File: config.mk
export PLATFORM = sky130hd
export DESIGN_NAME = shift_register_256
export DESIGN_NICKNAME = d
export VERILOG_FILES = /design/src/rtl/shift_register_256_pkg.sv /design/src/rtl/shift_register_256.sv
export SDC_FILE = /design/constraint.sdc
export NUM_CORES = 1
export LEC_CHECK = 0
export ABC_AREA = 1
export ABC_CLOCK_PERIOD_IN_PS = 1030
export BUFFER_PORTS_ARGS = -buffer_cell sky130_fd_sc_hd__buf_2
export CAP_MARGIN = 25
export CORE_ASPECT_RATIO = 1.5
export CORE_MARGIN = 1
export CORE_UTILIZATION = 60
export DETAILED_ROUTE_END_ITERATION = 10
export GPL_TIMING_DRIVEN = 0
export PLACE_DENSITY_LB_ADDON = 0.25
export SKIP_CTS_REPAIR_TIMING = 1
export SLEW_MARGIN = 30
export SYNTH_ARGS = -nofsm -noshare
export SYNTH_HDL_FRONTEND = slang
export SYNTH_SLANG_ARGS = --single-unit
File: constraint.sdc
create_clock -name clk -period 1.03 [get_ports clk]
set_input_delay 0.103 -clock clk [delete_from_list [all_inputs] [get_ports clk]]
set_output_delay 0.103 -clock clk [all_outputs]
set_load 0.02 [all_outputs]
File: src/rtl/shift_register_256_pkg.sv
// Shared constants for the 256-bit serial delay line: default depth and
// the shift-direction encodings used on the shift_dir port.
package shift_register_256_pkg;

  localparam int DEPTH_DEFAULT = 256;

  localparam logic DIR_LEFT  = 1'b0;
  localparam logic DIR_RIGHT = 1'b1;

endpackage : shift_register_256_pkg

File: src/rtl/shift_register_256.sv
// Bidirectional serial-in/serial-out shift register: delays a 1-bit stream
// by DEPTH enabled clock cycles, shifting toward the MSB or the LSB.
module shift_register_256
  import shift_register_256_pkg::*;
#(
  parameter int DEPTH = DEPTH_DEFAULT
) (
  input  logic clk,
  input  logic rst_n,
  input  logic en,
  input  logic din,
  input  logic shift_dir,
  output logic dout
);

  logic [DEPTH-1:0] sr;

  // NOTE: sequential state uses non-blocking assignments so every flop samples
  // the pre-edge value of its neighbour; blocking here would collapse the chain.
  always_ff @(posedge clk or negedge rst_n) begin
    if (!rst_n) begin
      sr <= '0;
    end else if (en) begin
      if (shift_dir == DIR_LEFT) begin
        sr <= {sr[DEPTH-2:0], din};
      end else begin
        sr <= {din, sr[DEPTH-1:1]};
      end
    end
  end

  // Output end follows the live direction, so flipping shift_dir re-selects
  // the opposite end immediately; din never reaches dout combinationally.
  assign dout = (shift_dir == DIR_LEFT) ? sr[DEPTH-1] : sr[0];

endmodule : shift_register_256

# After elaboration in Yosys (flattened, before gate mapping)
# Cells that the tools add are included.
[classes] n_addsub=0 n_mul=0 div_mod_pow=0 magnitude_cmp=0 eq_ne=0 shift=0 mux=2 bitwise_logic=0 n_reduce_logical=0
[ops] operator="$mux W256" n=1
[ops] operator="$mux W1" n=1
[word_totals] reg_bits=256 latchBits=0 mem_bits_rw=0 rom_bits=0 input_bits=5 out_inout_bits=1 word_cells=3 mem_count=0

# Longest topological paths before layout
[logic_depth] ltp_word=1 ltp_mapped=7 ltp_nobuf=4

# Least setup slack after synthesis
# OpenSTA, ideal clock, no wires.
[synth_timing] kind="input to output" startpoint="in shift_dir" endpoint="out dout" arrival_ns=1.056 t_required_ns=0.927 path_slack_ns=-0.129 stages=4 n_path_buf=3 cell_sequence="buf_4 buf_4 buf_4 o21ai_0"
[synth_between] elab_chain_cells=1
[synth_rtl] element="start: declaration" line_no="shift_register_256.sv:12" text="input logic shift_dir,"
[synth_rtl] element="$mux W1" line_no="shift_register_256.sv:34" text="assign dout = (shift_dir == DIR_LEFT) ? sr[DEPTH-1] : sr[0];"
[synth_rtl] element="end: declaration" line_no="shift_register_256.sv:13" text="output logic dout"
# Every way passes these cells.

# Worst setup path in the final report
[layout_timing] startpoint="reg sr[255]" endpoint="out dout"
[layout_between] elab_chain_cells=1
[layout_rtl] element="start: declaration" line_no="shift_register_256.sv:16" text="logic [DEPTH-1:0] sr;"
[layout_rtl] element="start signal: assignment" line_no="shift_register_256.sv:25" text="sr <= {sr[DEPTH-2:0], din};"
[layout_rtl] element="start signal: assignment" line_no="shift_register_256.sv:27" text="sr <= {din, sr[DEPTH-1:1]};"
[layout_rtl] element="$mux W1" line_no="shift_register_256.sv:34"
# Every way passes these cells.

==> reports/results.txt <==
6 I/O pins were placed. The proportion of synthesized flip-flops having asynchronous set or reset was 100%. The tree is rooted in a sky130_fd_sc_hd__clkbuf_16. The run finished, with violations left.

The overall die height was 184 µm; the via count of the first global-routing pass was 10700. TritonCTS built the clock tree. The H-tree depth was 1. The initial antenna violation count was 0.

The largest registers in the layout are sr (256). The run gives 220 ps as the register-to-register setup slack. Once placement completed, the tool counted placed cells totaling 2189.

After synthesis, flip-flops and latches occupy 48.3% of the total area. Summing all multi-input logic gate instances after layout gives 5140 µm². The row count came out at 66. Of the cells placed in the final design, the portion with a size suffix greater than 1 is 8.01%. The logs give 181 for the total count of hold-check failures in the final report and 11200 for the via count.

The placed wire-length estimate was 16.7 mm; the worst slew margin relative to its limit was 70.4%. The multiplexer share of the synthesized area is 0%, and the worst ir drop on vdd is 1.66 mV. During synthesis, Yosys emitted a total of 0 warnings.

Summing the areas of all compound-gate instances in the mapped netlist gives 0.0378% of the synthesized area. For the antenna diode count, the log shows 0. Synthesis produced 1911 cells.

The maximum fanout along the worst path was 2. Static timing analysis puts the maximum clock frequency at 772 MHz. The number of setup violations in the final report is 1. sky130_fd_sc_hd__nand2_1 is the most common cell in the netlist. Counting every sink on the clock net gives 256. The worst register-to-register path begins at sr[7]. For the static leakage, the log shows 8.67 nW. Detailed routing placed a total of 665 µm of wire on met3. Summing the areas of all xor and xnor instances in the mapped netlist gives 0% of the synthesized area. The number of nets handed over by synthesis was 1916. The power per standard cell area is 1820 nW/µm². For the critical path arrival, the log shows 1190 ps. For this block, wires on met1 add up to 11.2 mm. The global-route wire length before repair is 44.2 mm, and the count of final max-slew check failures is 0.

In this run the cell area of the synthesized design comes to 13300 µm². The final layout contains routed wiring with a total length of 25.2 mm. The tools report the total CTS buffers as 25.

The cell taking the most area after synthesis was sky130_fd_sc_hd__dfrtp_1. Summing all placed instances gives a cell area of 13700 µm². The depth of the worst register-to-register path is 4. By area the synthesized netlist is led by sky130_fd_sc_hd__dfrtp_1, sky130_fd_sc_hd__nand2_1, sky130_fd_sc_hd__nand3_1. Clock-pin slew was measured on the worst setup and hold paths at 60 ps. The tools report the core area as 21700 µm². Relative to the synthesized area, the layout overhead comes to 9.96%.

The startpoint-to-endpoint class of the critical path was reg -> out. The most flop-heavy register is sr. Setup repair after global routing could not meet its margin everywhere. The tools report the number of optimization iterations in the first detailed-route pass as 5.

The min-delay analysis places its worst path in the category in -> async. In the final routed layout, each cell accounts on average for 11.3 µm. For the pin with the worst max-slew slack, the measured transition is 445 ps. The floorplan step set the die width to 123 µm. The worst setup path is launched from a flop.

The worst setup path is captured at an output pin. Dividing the synthesized area by the synthesized cell count gives 6.94 µm². Top metal layer carrying routed signals: met4.

Capture instance of the worst register-to-register path: sr[8]. Max-cap violations in this run came to 0. The final reports fail on negative hold slack, negative setup slack. The number of fill cells is 1799, and the share of the synthesized area in the top cell type is 48.3%. The post-synthesis share of cell area spent on and, or, nand and nor gates is 38.7%, and the die area is 22700 µm². The routed length on met2 is 12.8 mm.

The logs give 0 for the remaining global-route overflow and 0 for the residual antenna-violating net count after detailed routing. On the final layout, the worst clock skew is 4.76 ps. Clock latency on the worst-skew pair, taken at its later pin, is 510 ps. After synthesis, the largest family of logic cells by area is simple AND/OR/NAND/NOR gates. The run gives -39.7 ps as the worst slack at placement. The arithmetic-cell share of the synthesized area counting full adders, half adders and majority gates is 0%, and the number of DRC markers after the initial detailed-route iteration is 638.

In the final layout, flip-flops and latches occupy 6410 µm². Once layout is done, the placed cells without fillers occupy 14600 µm². Entering global routing, the biggest net connects 88 pins.

The distinct cell type count of the synthesized netlist is 11, and the via density per instance is 5.00. By count the netlist is led by sky130_fd_sc_hd__nand2_1, sky130_fd_sc_hd__inv_1, sky130_fd_sc_hd__dfrtp_1, sky130_fd_sc_hd__nand3_1, sky130_fd_sc_hd__buf_2. The run gives -544 ps as the worst hold-check slack.

The clock passes through at most 3 buffers. In the routed design, unresolved DRC markers number 0. The quantity of I/O buffers inserted on ports is 3. For the required time at the endpoint of the critical path, the log shows 930 ps. The worst path needs 1300 ps of the cycle, external delays included. The run gives -266 ps as the least setup slack across all paths after layout. Excluding fillers, the count of instances in the completed layout stands at 2233.

Share of the cycle needed by the critical path after routing: 126%. The net count of the finished layout is 1950. The initial utilization of the core area, before any placement, comes to 61.0%. The most used flip-flop cell after synthesis is sky130_fd_sc_hd__dfrtp_1.

The number of flip-flops in the largest register was 256. The global router's overall resource usage was 23.3%; the flop and latch count out of synthesis was 256. The weighted congestion reported at the end of routability-driven placement is 0.784, and the number of enable-type register cells in the synthesized netlist is 0.
==> placed cells by master (no fill, tap or decap) <==
| master | Yosys | final |
|---|---|---|
| sky130_fd_sc_hd__clkbuf_8 | 0 | 5 |
| sky130_fd_sc_hd__dlygate4sd3_1 | 0 | 1 |
| sky130_fd_sc_hd__buf_8 | 0 | 1 |
| sky130_fd_sc_hd__o21ai_2 | 0 | 1 |
| sky130_fd_sc_hd__nand3_1 | 256 | 256 |
| sky130_fd_sc_hd__clkbuf_16 | 0 | 25 |
| sky130_fd_sc_hd__inv_4 | 1 | 1 |
| sky130_fd_sc_hd__nand2_1 | 1025 | 1025 |
| sky130_fd_sc_hd__inv_1 | 257 | 256 |
| sky130_fd_sc_hd__buf_16 | 0 | 3 |
| sky130_fd_sc_hd__clkinv_2 | 0 | 3 |
| sky130_fd_sc_hd__buf_2 | 74 | 75 |
| sky130_fd_sc_hd__buf_6 | 23 | 24 |
| sky130_fd_sc_hd__buf_4 | 13 | 13 |
| sky130_fd_sc_hd__bufinv_16 | 0 | 4 |
| sky130_fd_sc_hd__inv_2 | 1 | 2 |
| sky130_fd_sc_hd__clkbuf_1 | 4 | 10 |
| sky130_fd_sc_hd__dfrtp_1 | 256 | 256 |
==> how the worst max path moves through the flow <==
stage	start	endpoint	slack, ps
2_1_floorplan	shift_dir	dout	30
3_3_place_gp	rst_n	sr[119]	-4710
3_5_place_dp	shift_dir	sr[226]	-40
4_1_cts	sr[255]	dout	-340
5_1_grt	sr[0]	dout	-320
6_report	sr[255]	dout	-270
==> power by group <==
| group | switching [mW] | leakage [nW] | internal [mW] |
|---|---|---|---|
| clock network | 3.72 | 0.419 | 5.80 |
| registers | 0.791 | 3.12 | 11.5 |
| logic | 2.95 | 5.13 | 1.67 |
| total | 7.46 | 8.67 | 19.0 |
==> cell families after synthesis <==
kind of cell / count (synthesis)
simple gates: 1281
buf+inv: 373
compound gates: 1
flops: 256
==> metrics by stage <==
stage	utilization (%)	total power [mW]	TNS (ps)
after floorplan	-	15.9	0
after global placement	62.7	16.9	-1203940
after detailed placement	63.1	17.1	-3880
after CTS	67.0	26.7	-335
after global routing	67.1	28.1	-323
final	67.1	26.5	-266
==> critical path, stage by stage (launching register included) <==
cell                      delay (ps)
sky130_fd_sc_hd__dfrtp_1         370
sky130_fd_sc_hd__inv_2            50
sky130_fd_sc_hd__o21ai_2         130
sky130_fd_sc_hd__buf_6           130
==> metal layers <==
metal	global-route usage, %	up-vias
li1	-	5733
met1	27.8	5263
met2	43.4	121
met3	2.54	37
met4	6.60	0
met5	0	-
==> cell type report <==
cell class	instances	share of cell area, %
Sequential cell	256	43.9
Multi-Input combinational cell	1282	35.2
Inverter	259	6.69
Buffer	114	5.09
Clock buffer	36	4.92
Tap cell	272	2.33
Clock inverter	7	0.927
Timing Repair Buffer	7	0.850
Power figures use the tool's default switching activity.
